[config.mk]
export PLATFORM = sky130hd
export DESIGN_NAME = online_digit_serializer
export DESIGN_NICKNAME = d
export VERILOG_FILES = /design/src/rtl/online_pkg.sv /design/src/rtl/online_digit_lane.sv /design/src/rtl/online_digit_serializer.sv
export SDC_FILE = /design/constraint.sdc
export NUM_CORES = 1
export LEC_CHECK = 0
export ABC_AREA = 1
export CORE_MARGIN = 3
export CORE_UTILIZATION = 60
export DETAILED_ROUTE_END_ITERATION = 7
export PLACE_DENSITY = 0.95
export SLEW_MARGIN = 20
export SYNTH_ARGS = -nofsm -noshare
export SYNTH_HDL_FRONTEND = slang
export SYNTH_HIERARCHICAL = 1
export SYNTH_SLANG_ARGS = --single-unit
[constraint.sdc]
create_clock -name clk -period 3.4 [get_ports clk]
set_input_delay 0.34 -clock clk [delete_from_list [all_inputs] [get_ports clk]]
set_output_delay 0.34 -clock clk [all_outputs]
set_load 0.05 [all_outputs]
[src/rtl/online_pkg.sv]
`default_nettype none
// +--------------------------------------------------------------------------+
// | online_pkg : digit encodings and serializer state type                   |
// | Rev 1.0                                                                  |
// +--------------------------------------------------------------------------+
package online_pkg;

  localparam int DIGIT_W = 2;

  localparam logic [DIGIT_W-1:0] DIG_POS  = 2'b10;
  localparam logic [DIGIT_W-1:0] DIG_NEG  = 2'b01;
  localparam logic [DIGIT_W-1:0] DIG_ZERO = 2'b00;

  typedef enum logic [1:0] {
    IDLE = 2'd0,
    DATA = 2'd1,
    PADS = 2'd2
  } ser_state_t;

  // Inverting both rails of a {p,m} digit negates its value.
  function automatic logic [DIGIT_W-1:0] negate_digit(
    input logic [DIGIT_W-1:0] d,
    input logic               neg
  );
    return neg ? ~d : d;
  endfunction

endpackage
`default_nettype wire

[src/rtl/online_digit_lane.sv]
`default_nettype none
// +--------------------------------------------------------------------------+
// | online_digit_lane : one operand lane, shift register to signed digits    |
// | Rev 1.0                                                                  |
// +--------------------------------------------------------------------------+
module online_digit_lane
  import online_pkg::*;
#(
  parameter int WIDTH = 8
) (
  input  logic               clk,
  input  logic               asyn_reset,
  input  logic               load,
  input  logic               shift,
  input  logic               flush,
  input  logic [WIDTH-1:0]   word,
  input  logic               neg,
  output logic [DIGIT_W-1:0] digit
);

  logic [WIDTH-1:0] shreg;
  logic             neg_r;

  // The sign digit is emitted on load; shreg keeps the remaining fraction
  // bits MSB-aligned so the next data digit is always shreg[WIDTH-1].
  always_ff @(posedge clk or negedge asyn_reset) begin
    if (!asyn_reset) begin
      shreg <= '0;
      neg_r <= 1'b0;
      digit <= DIG_ZERO;
    end else if (load) begin
      shreg <= {word[WIDTH-2:0], 1'b0};
      neg_r <= neg;
      digit <= negate_digit(word[WIDTH-1] ? DIG_NEG : DIG_ZERO, neg);
    end else if (shift) begin
      shreg <= {shreg[WIDTH-2:0], 1'b0};
      digit <= negate_digit(shreg[WIDTH-1] ? DIG_POS : DIG_ZERO, neg_r);
    end else if (flush) begin
      digit <= DIG_ZERO;
    end
  end

endmodule
`default_nettype wire

[src/rtl/online_digit_serializer.sv]
`default_nettype none
// +--------------------------------------------------------------------------+
// | online_digit_serializer : parallel operand pair to MSD-first digit frames|
// | Rev 1.0                                                                  |
// +--------------------------------------------------------------------------+
module online_digit_serializer
  import online_pkg::*;
#(
  parameter int WIDTH = 8,
  parameter int PAD   = 4
) (
  input  logic               clk,
  input  logic               asyn_reset,
  input  logic               in_valid,
  output logic               in_ready,
  input  logic [WIDTH-1:0]   in_x,
  input  logic [WIDTH-1:0]   in_b,
  input  logic               in_neg_b,
  output logic [DIGIT_W-1:0] x_digit,
  output logic [DIGIT_W-1:0] b_digit,
  output logic               enable,
  output logic               frame_start,
  output logic               frame_last,
  output logic               busy
);

  localparam int L     = WIDTH + PAD;
  localparam int IDX_W = (L > 1) ? $clog2(L) : 1;

  ser_state_t       state;
  logic [IDX_W-1:0] idx;
  logic [IDX_W-1:0] idx_next;
  logic             next_is_data;

  logic [WIDTH-1:0] hold_x;
  logic [WIDTH-1:0] hold_b;
  logic             hold_neg;
  logic             hold_full;

  logic             accept;
  logic             in_frame;
  logic             advance;
  logic             load_hold;
  logic             load_direct;
  logic             lane_load;
  logic             lane_shift;
  logic             lane_flush;
  logic [WIDTH-1:0] lane_x;
  logic [WIDTH-1:0] lane_b;
  logic             lane_neg;

  assign in_ready = ~hold_full;
  assign accept   = in_valid & in_ready;
  assign in_frame = (state != IDLE);
  assign busy     = in_frame | hold_full;

  assign idx_next     = idx + 1'b1;
  assign next_is_data = (32'(idx_next) < 32'(WIDTH));

  // frame_last is only ever set inside a frame, so it marks the closing edge.
  assign advance     = in_frame & ~frame_last;
  assign load_hold   = frame_last & hold_full;
  assign load_direct = accept & (~in_frame | frame_last);
  assign lane_load   = load_hold | load_direct;
  assign lane_shift  = advance & next_is_data;
  assign lane_flush  = (advance & ~next_is_data) | (frame_last & ~lane_load);

  assign lane_x   = load_hold ? hold_x   : in_x;
  assign lane_b   = load_hold ? hold_b   : in_b;
  assign lane_neg = load_hold ? hold_neg : in_neg_b;

  always_ff @(posedge clk or negedge asyn_reset) begin
    if (!asyn_reset) begin
      state       <= IDLE;
      idx         <= '0;
      enable      <= 1'b0;
      frame_start <= 1'b0;
      frame_last  <= 1'b0;
    end else if (lane_load) begin
      state       <= DATA;
      idx         <= '0;
      enable      <= 1'b1;
      frame_start <= 1'b1;
      frame_last  <= (L == 1);
    end else if (advance) begin
      state       <= next_is_data ? DATA : PADS;
      idx         <= idx_next;
      frame_start <= 1'b0;
      frame_last  <= (32'(idx_next) == 32'(L - 1));
    end else if (in_frame) begin
      state       <= IDLE;
      idx         <= '0;
      enable      <= 1'b0;
      frame_start <= 1'b0;
      frame_last  <= 1'b0;
    end
  end

  // A word arriving mid-frame parks here; on the closing edge it is bypassed
  // straight into the lanes instead.
  always_ff @(posedge clk or negedge asyn_reset) begin
    if (!asyn_reset) begin
      hold_x    <= '0;
      hold_b    <= '0;
      hold_neg  <= 1'b0;
      hold_full <= 1'b0;
    end else if (load_hold) begin
      hold_full <= 1'b0;
    end else if (accept & advance) begin
      hold_x    <= in_x;
      hold_b    <= in_b;
      hold_neg  <= in_neg_b;
      hold_full <= 1'b1;
    end
  end

  online_digit_lane #(.WIDTH(WIDTH)) u_lane_x (
    .clk        (clk),
    .asyn_reset (asyn_reset),
    .load       (lane_load),
    .shift      (lane_shift),
    .flush      (lane_flush),
    .word       (lane_x),
    .neg        (1'b0),
    .digit      (x_digit)
  );

  online_digit_lane #(.WIDTH(WIDTH)) u_lane_b (
    .clk        (clk),
    .asyn_reset (asyn_reset),
    .load       (lane_load),
    .shift      (lane_shift),
    .flush      (lane_flush),
    .word       (lane_b),
    .neg        (lane_neg),
    .digit      (b_digit)
  );

endmodule
`default_nettype wire
==> out/summary.txt, run 1 <==
Worst hold margin = 188.1 ps
Die Y = 69.70 µm
Hold Crit Class = in2async
Area growth from synthesis to layout = 14.29%
Total power per unit cell area = 824.3 mW/mm²
Prevailing post-synth register cell = dfrtp_1
Most common cell in the netlist = nand2_1
Synth top cells by count = nand2_1 (101), dfrtp_1 (46), inv_1 (39)
Hold Vio Cnt, Final = 0
Largest net degree at the start of global routing = 47
GRT Residual Overflow = 0
Setup total negative slack = 0 ps
Worst slew pin tran = 985.4 ps
WP buf/inv = 1
Status = complete, no violations
# clock sinks = 46
Worst path top cell family by delay = buffers and inverters
CP max-delay cell = clkdlybuf4s50_1
Worst endpoint data arrival time = 1800 ps
Clk pin slew, worst setup/hold paths = 80 ps
CTS tree = built
Post-synthesis cell area = 0.002435 mm²
Final Max Tran Viols = 0
Period utilization = 62.95%
Vias in the first global route = 1,868
Htree depth = 2
Post-synthesis async set-or-reset flop share = 100.0%
Multi-input gate area = 0.001046 mm²
Total global-route track usage = 20.05%
Top cells by area, synth = dfrtp_1 (47%), nand2_1 (16%), o21ai_2 (7.2%), inv_1 (6.0%), nand3_1 (4.3%)
Crit-path max cell delay = 700 ps
Element type at the critical path start = flip-flop
DPL Wire Length = 3.328 mm
CTS root buf = clkbuf_8
Yosys top cell by area = dfrtp_1
Via Count = 1,898
CTS Buf Count = 5
Post-Syn Instances = 291
Die W = 69.70 µm
Final GP Congestion = 0.7897
Yosys top cell area share = 47.28%
Endpoints failing setup = 0
Register area = 0.001151 mm²
Hold-fix buffers, CTS = 0
Max Cap Viol = 0
EDFF count, synth = 0
Num ports = 29
Routed WL per cell = 12.01 µm
FILL cells = 285
Number of gates resized after CTS = 0
Yosys cell types = 23
Die area = 0.004858 mm²
Leak = 0.001401 µW
Layout cells sized above 1 = 16.20%
Clock Skew = 8.111 ps
Worst Path Max Fanout = 7
Register area share after synthesis = 47.28%
Initial antenna violation count = 0
DRC Markers = 0
Diode count = 0
YS warnings = 6
Vias/cell = 5.144
Slew headroom = 34.31%
Avg Synthesized Cell Area = 8.367 µm²
Final Net Count = 342
Antenna Nets Post-Route = 0
DRT iter0 DRCs = 97
Skew-Pair Late Insertion Delay = 300 ps
Core Region = 0.003799 mm²
Starting Density = 64.10%
Fmax achieved = 0.4673 GHz
Critical Path RT = 3060 ps
Post-CTS setup buffers = 0
Setup CP Type = reg2out
Total Wirelength = 4.433 mm
IO buf count = 28
Critical Path End Type = output pin
Final min period = 2140 ps
Unrepaired setup endpoints after global routing = no
CP cell instances = nor2_4 -> nand2_1 -> clkdlybuf4s50_1
First-pass GRT wire length = 7.879 mm
Max Buffers Root-to-Sink = 2
Synth Register Bits = 46
VDD IR max = 0.3632 mV
Router iterations before antenna repair = 4
Site Rows = 22
==> metal layers <==
metal	GRT usage, %	up-vias	share of wire, %
met5	0	-	0
met4	7.660	0	1.6
met3	5.362	6	3.5
met2	35.17	29	50
met1	23.33	889	45
li1	-	974	-
==> logic make-up after synthesis <==
family,after synthesis,share of synthesized area (%)
adders and majority gates,2,1.028
AOI/OAI and AO/OA,41,11.66
buffers and inverters,50,10.07
other,1,0.1540
and+or+nand+nor,151,29.80
DFF,46,47.28
==> final timing paths <==
kind | endpoint | startpoint | slack [ps] | cells past startpoint
worst max-delay path | busy | state[0] | 1260 | 3
worst min-delay path | idx[2] | asyn_reset | 190 | 1
worst max register to register | u_lane_b/digit[0] | frame_last | 1420 | 8
worst min register to register | hold_x[6] | hold_x[6] | 490 | 2
max in group asynchronous | u_lane_x/shreg[7] | asyn_reset | 2600 | 1
min in group clk | hold_x[6] | hold_x[6] | 490 | 2
==> stage by stage <==
step / power (µW) / utilization, % / worst slack [ps] / area (µm²) / cells
3_5_place_dp: 1966 / 70.85 / 1138 / 2691 / 361
2_1_floorplan: 1716 / - / 1629 / 2442 / 293
5_1_grt: 2479 / 73.25 / 1175 / 2783 / 369
6_report: 2294 / 73.25 / 1260 / 2783 / 369
3_3_place_gp: 1903 / 70.85 / 1191 / 2691 / 361
4_1_cts: 2314 / 73.25 / 1241 / 2783 / 369
==> cell type report <==
cell class	count	area share [%]
repair buffers	28	9.892
inverters	42	5.710
well taps	48	2.158
clock buffers	7	3.103
clock inverters	1	0.1799
multi-input cells	197	37.59
flip-flops and latches	46	41.37
==> state kept, by name, summed over array words and instances, names as in the netlist, 2 cells and up <==
name	cells
u_lane_b/shreg	7
idx	3
u_lane_x/digit	2
u_lane_b/digit	2
hold_b	8
state	2
hold_x	8
u_lane_x/shreg	7
==> placed cells by master, fill, tap and decap left out <==
| master | netlist | routed |
|---|---|---|
| clkdlybuf4s50_1 | 0 | 27 |
| nand2_1 | 101 | 101 |
| or2_2 | 1 | 1 |
| dfrtp_1 | 46 | 46 |
| inv_2 | 2 | 2 |
| nand4_1 | 4 | 4 |
| conb_1 | 1 | 3 |
| o21ai_2 | 20 | 20 |
| nand2_4 | 2 | 2 |
| nor2_1 | 4 | 4 |
| clkinv_2 | 1 | 2 |
| nand3_1 | 21 | 21 |
| buf_2 | 0 | 1 |
| clkbuf_1 | 0 | 1 |
| nor2_8 | 1 | 1 |
| o21ai_0 | 5 | 5 |
| o21ai_1 | 15 | 15 |
| clkbuf_8 | 0 | 6 |
| nand3_2 | 6 | 6 |
| nand2_2 | 5 | 5 |
| inv_1 | 39 | 39 |
| ha_1 | 2 | 2 |
| nor2_4 | 5 | 5 |
| a21oi_2 | 1 | 1 |
| nor3_1 | 1 | 1 |
==> report_power, final <==
part           leakage [µW]  internal, µW  switching, µW  total [µW]
clock             0.0000482           164            180         344
sequential         0.000582           763            144         907
combinational      0.000771           373            670        1040
total               0.00140          1300            994        2290
(Power assumes the default switching activity.)
==> run 2: changes to the inputs <==
- CORE_UTILIZATION: 60 -> 50
- PLACE_DENSITY: 0.95 -> 0.87
- clock period: 3.4 -> 1.8 ns (I/O delays scaled with it)
==> run 2 against run 1 <==
  * Flip-flop and latch count unchanged
  * Total power rose by 93%
  * Global-route usage shrank 1.5 points
  * Critical path depth down 2
  * Clock power increased by 87%
  * Clock-buffer cell count did not move
  * Setup slack got worse by 1100 ps
  * Via count up 2.2%
  * Critical path type unchanged
  * Largest cell class unchanged
==> out/summary.txt, run 2 (synthesis gave the netlist of run 1 again) <==
Fmax achieved = 0.6002 GHz
Initial antenna violation count = 0
CTS root buf = clkbuf_8
R2R setup slack = 230 ps
Element type at the critical path start = flip-flop
CP cell instances = clkdlybuf4s50_1
Logic gate share of total power = 46.7%
Leak = 0.001461 µW
Commonest non-fill, non-tap cells in the layout = nand2_1 (101), dfrtp_1 (46), inv_1 (39)
Psw = 1903 µW
Hold Vio Cnt, Final = 0
First-pass GRT wire length = 8.086 mm
Endpoints failing setup = 0
Pre-CTS setup slack = 84.47 ps
Final GP Congestion = 0.8980
Max Buffers Root-to-Sink = 2
Die area = 0.005743 mm²
Worst r2r src = frame_last
Hold Crit Class = in2async
Worst endpoint data arrival time = 1490 ps
Final Max Tran Viols = 0
Clk pin slew, worst setup/hold paths = 80 ps
Final WS setup = 133.9 ps
Vias/cell = 4.911
Area growth from synthesis to layout = 19.27%
Die Y = 75.79 µm
Skew-Pair Late Insertion Delay = 300 ps
Switching share of power = 42.97%
Worst path top cell family by delay = buffers and inverters
Total global-route track usage = 18.59%
Clk pwr share = 14.6%
Worst reg2reg endpoint = u_lane_b/digit[1]
Number of gates resized after CTS = 0
Final Net Count = 351
Post-CTS setup buffers = 0
Largest registers = hold_b: 8 flops, hold_x: 8 flops
Finished Layout Cells = 395
Crit-path max cell delay = 810 ps
Final min period = 1666 ps
Worst hold margin = 404.4 ps
Die W = 75.79 µm
CP max-delay cell = clkdlybuf4s50_1
DRT iter0 DRCs = 105
Htree depth = 2
DPL Wire Length = 3.403 mm
Slew headroom = 61.15%
Largest net degree at the start of global routing = 36
Unrepaired setup endpoints after global routing = no
CTS tree = built
WP buf/inv = 1
Max Cap Viol = 0
Core Region = 0.004534 mm²
Critical Path RT = 1620 ps
Total Wirelength = 4.640 mm
Setup CP Type = reg2out
GRT Residual Overflow = 0
Num ports = 29
Antenna Nets Post-Route = 0
Vias in the first global route = 1,849
DRC Markers = 0
# clock sinks = 46
Worst Path Max Fanout = 2
Router iterations before antenna repair = 4
VDD IR max = 0.6348 mV
Internal cell power = 2525 µW
Clock Skew = 8.488 ps
Routed WL per cell = 11.75 µm
Via Count = 1,940
Worst R2R Path Depth = 8
Status = complete, no violations
Total power per unit cell area = 1525 mW/mm²
Critical Path End Type = output pin
Setup total negative slack = 0 ps
Placed cells = 386
Commonest non-fill, non-tap cell in the layout = nand2_1
Worst slew pin tran = 582.8 ps
CTS Buf Count = 5
Hold-fix buffers, CTS = 1
Starting Density = 53.70%
Diode count = 0
IO buf count = 28
Period utilization = 92.56%
Layout cells sized above 1 = 19.09%
Reg power frac = 38.7%
Site Rows = 24
==> run 2: through the flow <==
| stage | cell area (µm²) | util, % | power (µW) |
|---|---|---|---|
| after floorplan | 2442 | - | 3242 |
| after global placement | 2803 | 61.81 | 3690 |
| after detailed placement | 2803 | 61.81 | 3805 |
| after CTS | 2904 | 64.05 | 4459 |
| after global routing | 2904 | 64.05 | 4794 |
| final | 2904 | 64.05 | 4428 |
==> run 2: how the worst max path moves through the flow <==
stage,from,endpoint,slack (ps),depth (start not counted)
global placement,in_valid,hold_b[6],180,7
detailed placement,in_valid,u_lane_x/digit[1],80,9
floorplan,frame_last,u_lane_b/digit[1],30,8
finish,u_lane_b/digit[1],b_digit[1],130,1
CTS,u_lane_b/digit[1],b_digit[1],120,1
global route,frame_last,u_lane_b/digit[1],70,8
==> run 2: layout make-up <==
class                           count  area, µm²
Fill cell                         385       1630
Sequential cell                    46       1151
Multi-Input combinational cell    197       1046
Timing Repair Buffer               37      375.4
Inverter                           42      158.9
Clock buffer                        7      86.33
Tap cell                           65      81.33
Clock inverter                      1      5.005
==> run 2: power by group through the flow <==
stage	clock network, µW	registers (µW)	logic [µW]
2_1_floorplan	0	1870	1370
5_1_grt	706	1770	2320
6_report	645	1720	2070
3_5_place_dp	0	1730	2080
3_3_place_gp	0	1710	1980
4_1_cts	660	1710	2090
==> run 2: metal layers <==
| metal | wire length (µm) | vias up | GRT usage (%) |
|---|---|---|---|
| met4 | 68 | 0 | 7.767 |
| met5 | 0 | - | 0 |
| met1 | 1966 | 908 | 22.82 |
| met3 | 193 | 7 | 3.694 |
| li1 | - | 986 | - |
| met2 | 2412 | 39 | 31.75 |
==> run 3: changes to the inputs <==
- CORE_MARGIN: 3 -> not set
- PLACE_DENSITY: 0.87 -> not set
- PLACE_DENSITY_LB_ADDON: not set -> 0.12
==> run 3 against run 2 <==
  * Register-to-register slack lost 30 ps
  * Routed wire length shrank 5.6%
  * Setup slack gained 38 ps
  * First-iteration DRC count shrank 13%
==> out/summary.txt, run 3 (synthesis gave the netlist of run 1 again) <==
Met3 wire length = 126 µm
Status = complete, no violations
Max Buffers Root-to-Sink = 2
Period utilization = 90.43%
Fmax achieved = 0.6143 GHz
Slew headroom = 61.15%
Commonest non-fill, non-tap cells in the layout = nand2_1 (101), dfrtp_1 (46), inv_1 (39)
Hold depth = 3
Num ports = 29
Die Y = 71.79 µm
VDD IR max = 0.6626 mV
Worst Path Max Fanout = 2
DRC Markers = 0
Endpoints failing setup = 0
CTS tree = built
Skew-Pair Late Insertion Delay = 300 ps
Leak = 0.001458 µW
Worst R2R Path Depth = 8
Diode count = 0
First-pass GRT wire length = 7.728 mm
Vias in the first global route = 1,689
Hold Crit Class = in2reg
Hold path start = in_b[0]
IO buf count = 28
Setup total negative slack = 0 ps
Site Rows = 25
Element type at the critical path start = flip-flop
Largest registers = hold_b: 8 flops, hold_x: 8 flops
Metal-1 WL = 2.128 mm
Starting Density = 51.89%
Die area = 0.005153 mm²
Total global-route track usage = 19.61%
Total power per unit cell area = 1533 mW/mm²
Initial antenna violation count = 0
Largest net degree at the start of global routing = 47
CP cell instances = clkdlybuf4s50_1
Routed WL per cell = 11.38 µm
Worst path top cell family by delay = buffers and inverters
Critical Path Start = frame_start
Core Region = 0.004692 mm²
Unrepaired setup endpoints after global routing = no
Vias/cell = 4.940
Die W = 71.79 µm
Area growth from synthesis to layout = 17.99%
Worst r2r src = frame_last
CP max-delay cell = clkdlybuf4s50_1
# clock sinks = 46
Post-CTS setup buffers = 0
Hold Path End = hold_b[0]
Total Wirelength = 4.382 mm
Commonest non-fill, non-tap cell in the layout = nand2_1
CTS Buf Count = 5
Placed cells = 376
Top sig layer = met4
Via Count = 1,902
Worst reg2reg endpoint = u_lane_x/digit[1]
Clock Skew = 10.09 ps
Max Cap Viol = 0
Worst slew pin tran = 582.7 ps
Clk pin slew, worst setup/hold paths = 90 ps
Setup CP Type = reg2out
Crit-path max cell delay = 800 ps
Antenna Nets Post-Route = 0
Worst hold margin = 445.4 ps
Tot Pwr = 4405 µW
Critical Path End Type = output pin
Router iterations before antenna repair = 4
Layout cells sized above 1 = 19.34%
DRT iter0 DRCs = 91
CTS root buf = clkbuf_8
Metal2 WL = 2.097 mm
Critical Path RT = 1620 ps
Final min period = 1628 ps
Htree depth = 2
DPL Wire Length = 3.106 mm
Final GP Congestion = 0.7801
Finished Layout Cells = 385
WP buf/inv = 1
Final Max Tran Viols = 0
Hold Vio Cnt, Final = 0
R2R setup slack = 200 ps
Worst endpoint data arrival time = 1450 ps
Final Net Count = 352
GRT Residual Overflow = 0
==> run 3: power breakdown <==
group	internal, µW	leakage (µW)	switching [µW]
Combinational	783	0.000829	1280
Clock	310	0.0000482	336
Sequential	1440	0.000582	256
Total	2530	0.00146	1870
==> run 3: worst max-delay path by stage <==
stage          depth (start not counted)                 to
6_report                               1        frame_start
5_1_grt                                8  u_lane_x/digit[1]
4_1_cts                                1        frame_start
3_5_place_dp                           9  u_lane_x/digit[1]
3_3_place_gp                           9  u_lane_x/digit[1]
2_1_floorplan                          8  u_lane_b/digit[1]
==> run 3: final cells by class <==
cell class / instances / area, µm²
fillers: 419 / 1819
flip-flops and latches: 46 / 1151
multi-input cells: 197 / 1046
repair buffers: 38 / 357.8
inverters: 42 / 158.9
clock buffers: 7 / 86.33
well taps: 54 / 67.56
clock inverters: 1 / 5.005
==> run 3: repair_timing <==
item                                   in CTS  in global routing
hold buffers                                1                  0
endpoints found under the hold margin      46                  0
resized for setup                           0                  0
==> run 3: per-stage QoR <==
stage          setup slack [ps]  cell area (µm²)  util [%]
3_3_place_gp              133.8             2771     59.07
3_5_place_dp              91.70             2771     59.07
6_report                  172.2             2873     61.23
5_1_grt                   70.69             2873     61.23
2_1_floorplan             29.23             2442         -
4_1_cts                   150.8             2873     61.23
==> run 3: per-layer routing <==
layer | vias up | global-route usage (%)
met5 | - | 0
met3 | 2 | 5.485
met1 | 881 | 25.18
li1 | 987 | -
met4 | 0 | 5.229
met2 | 32 | 32.70
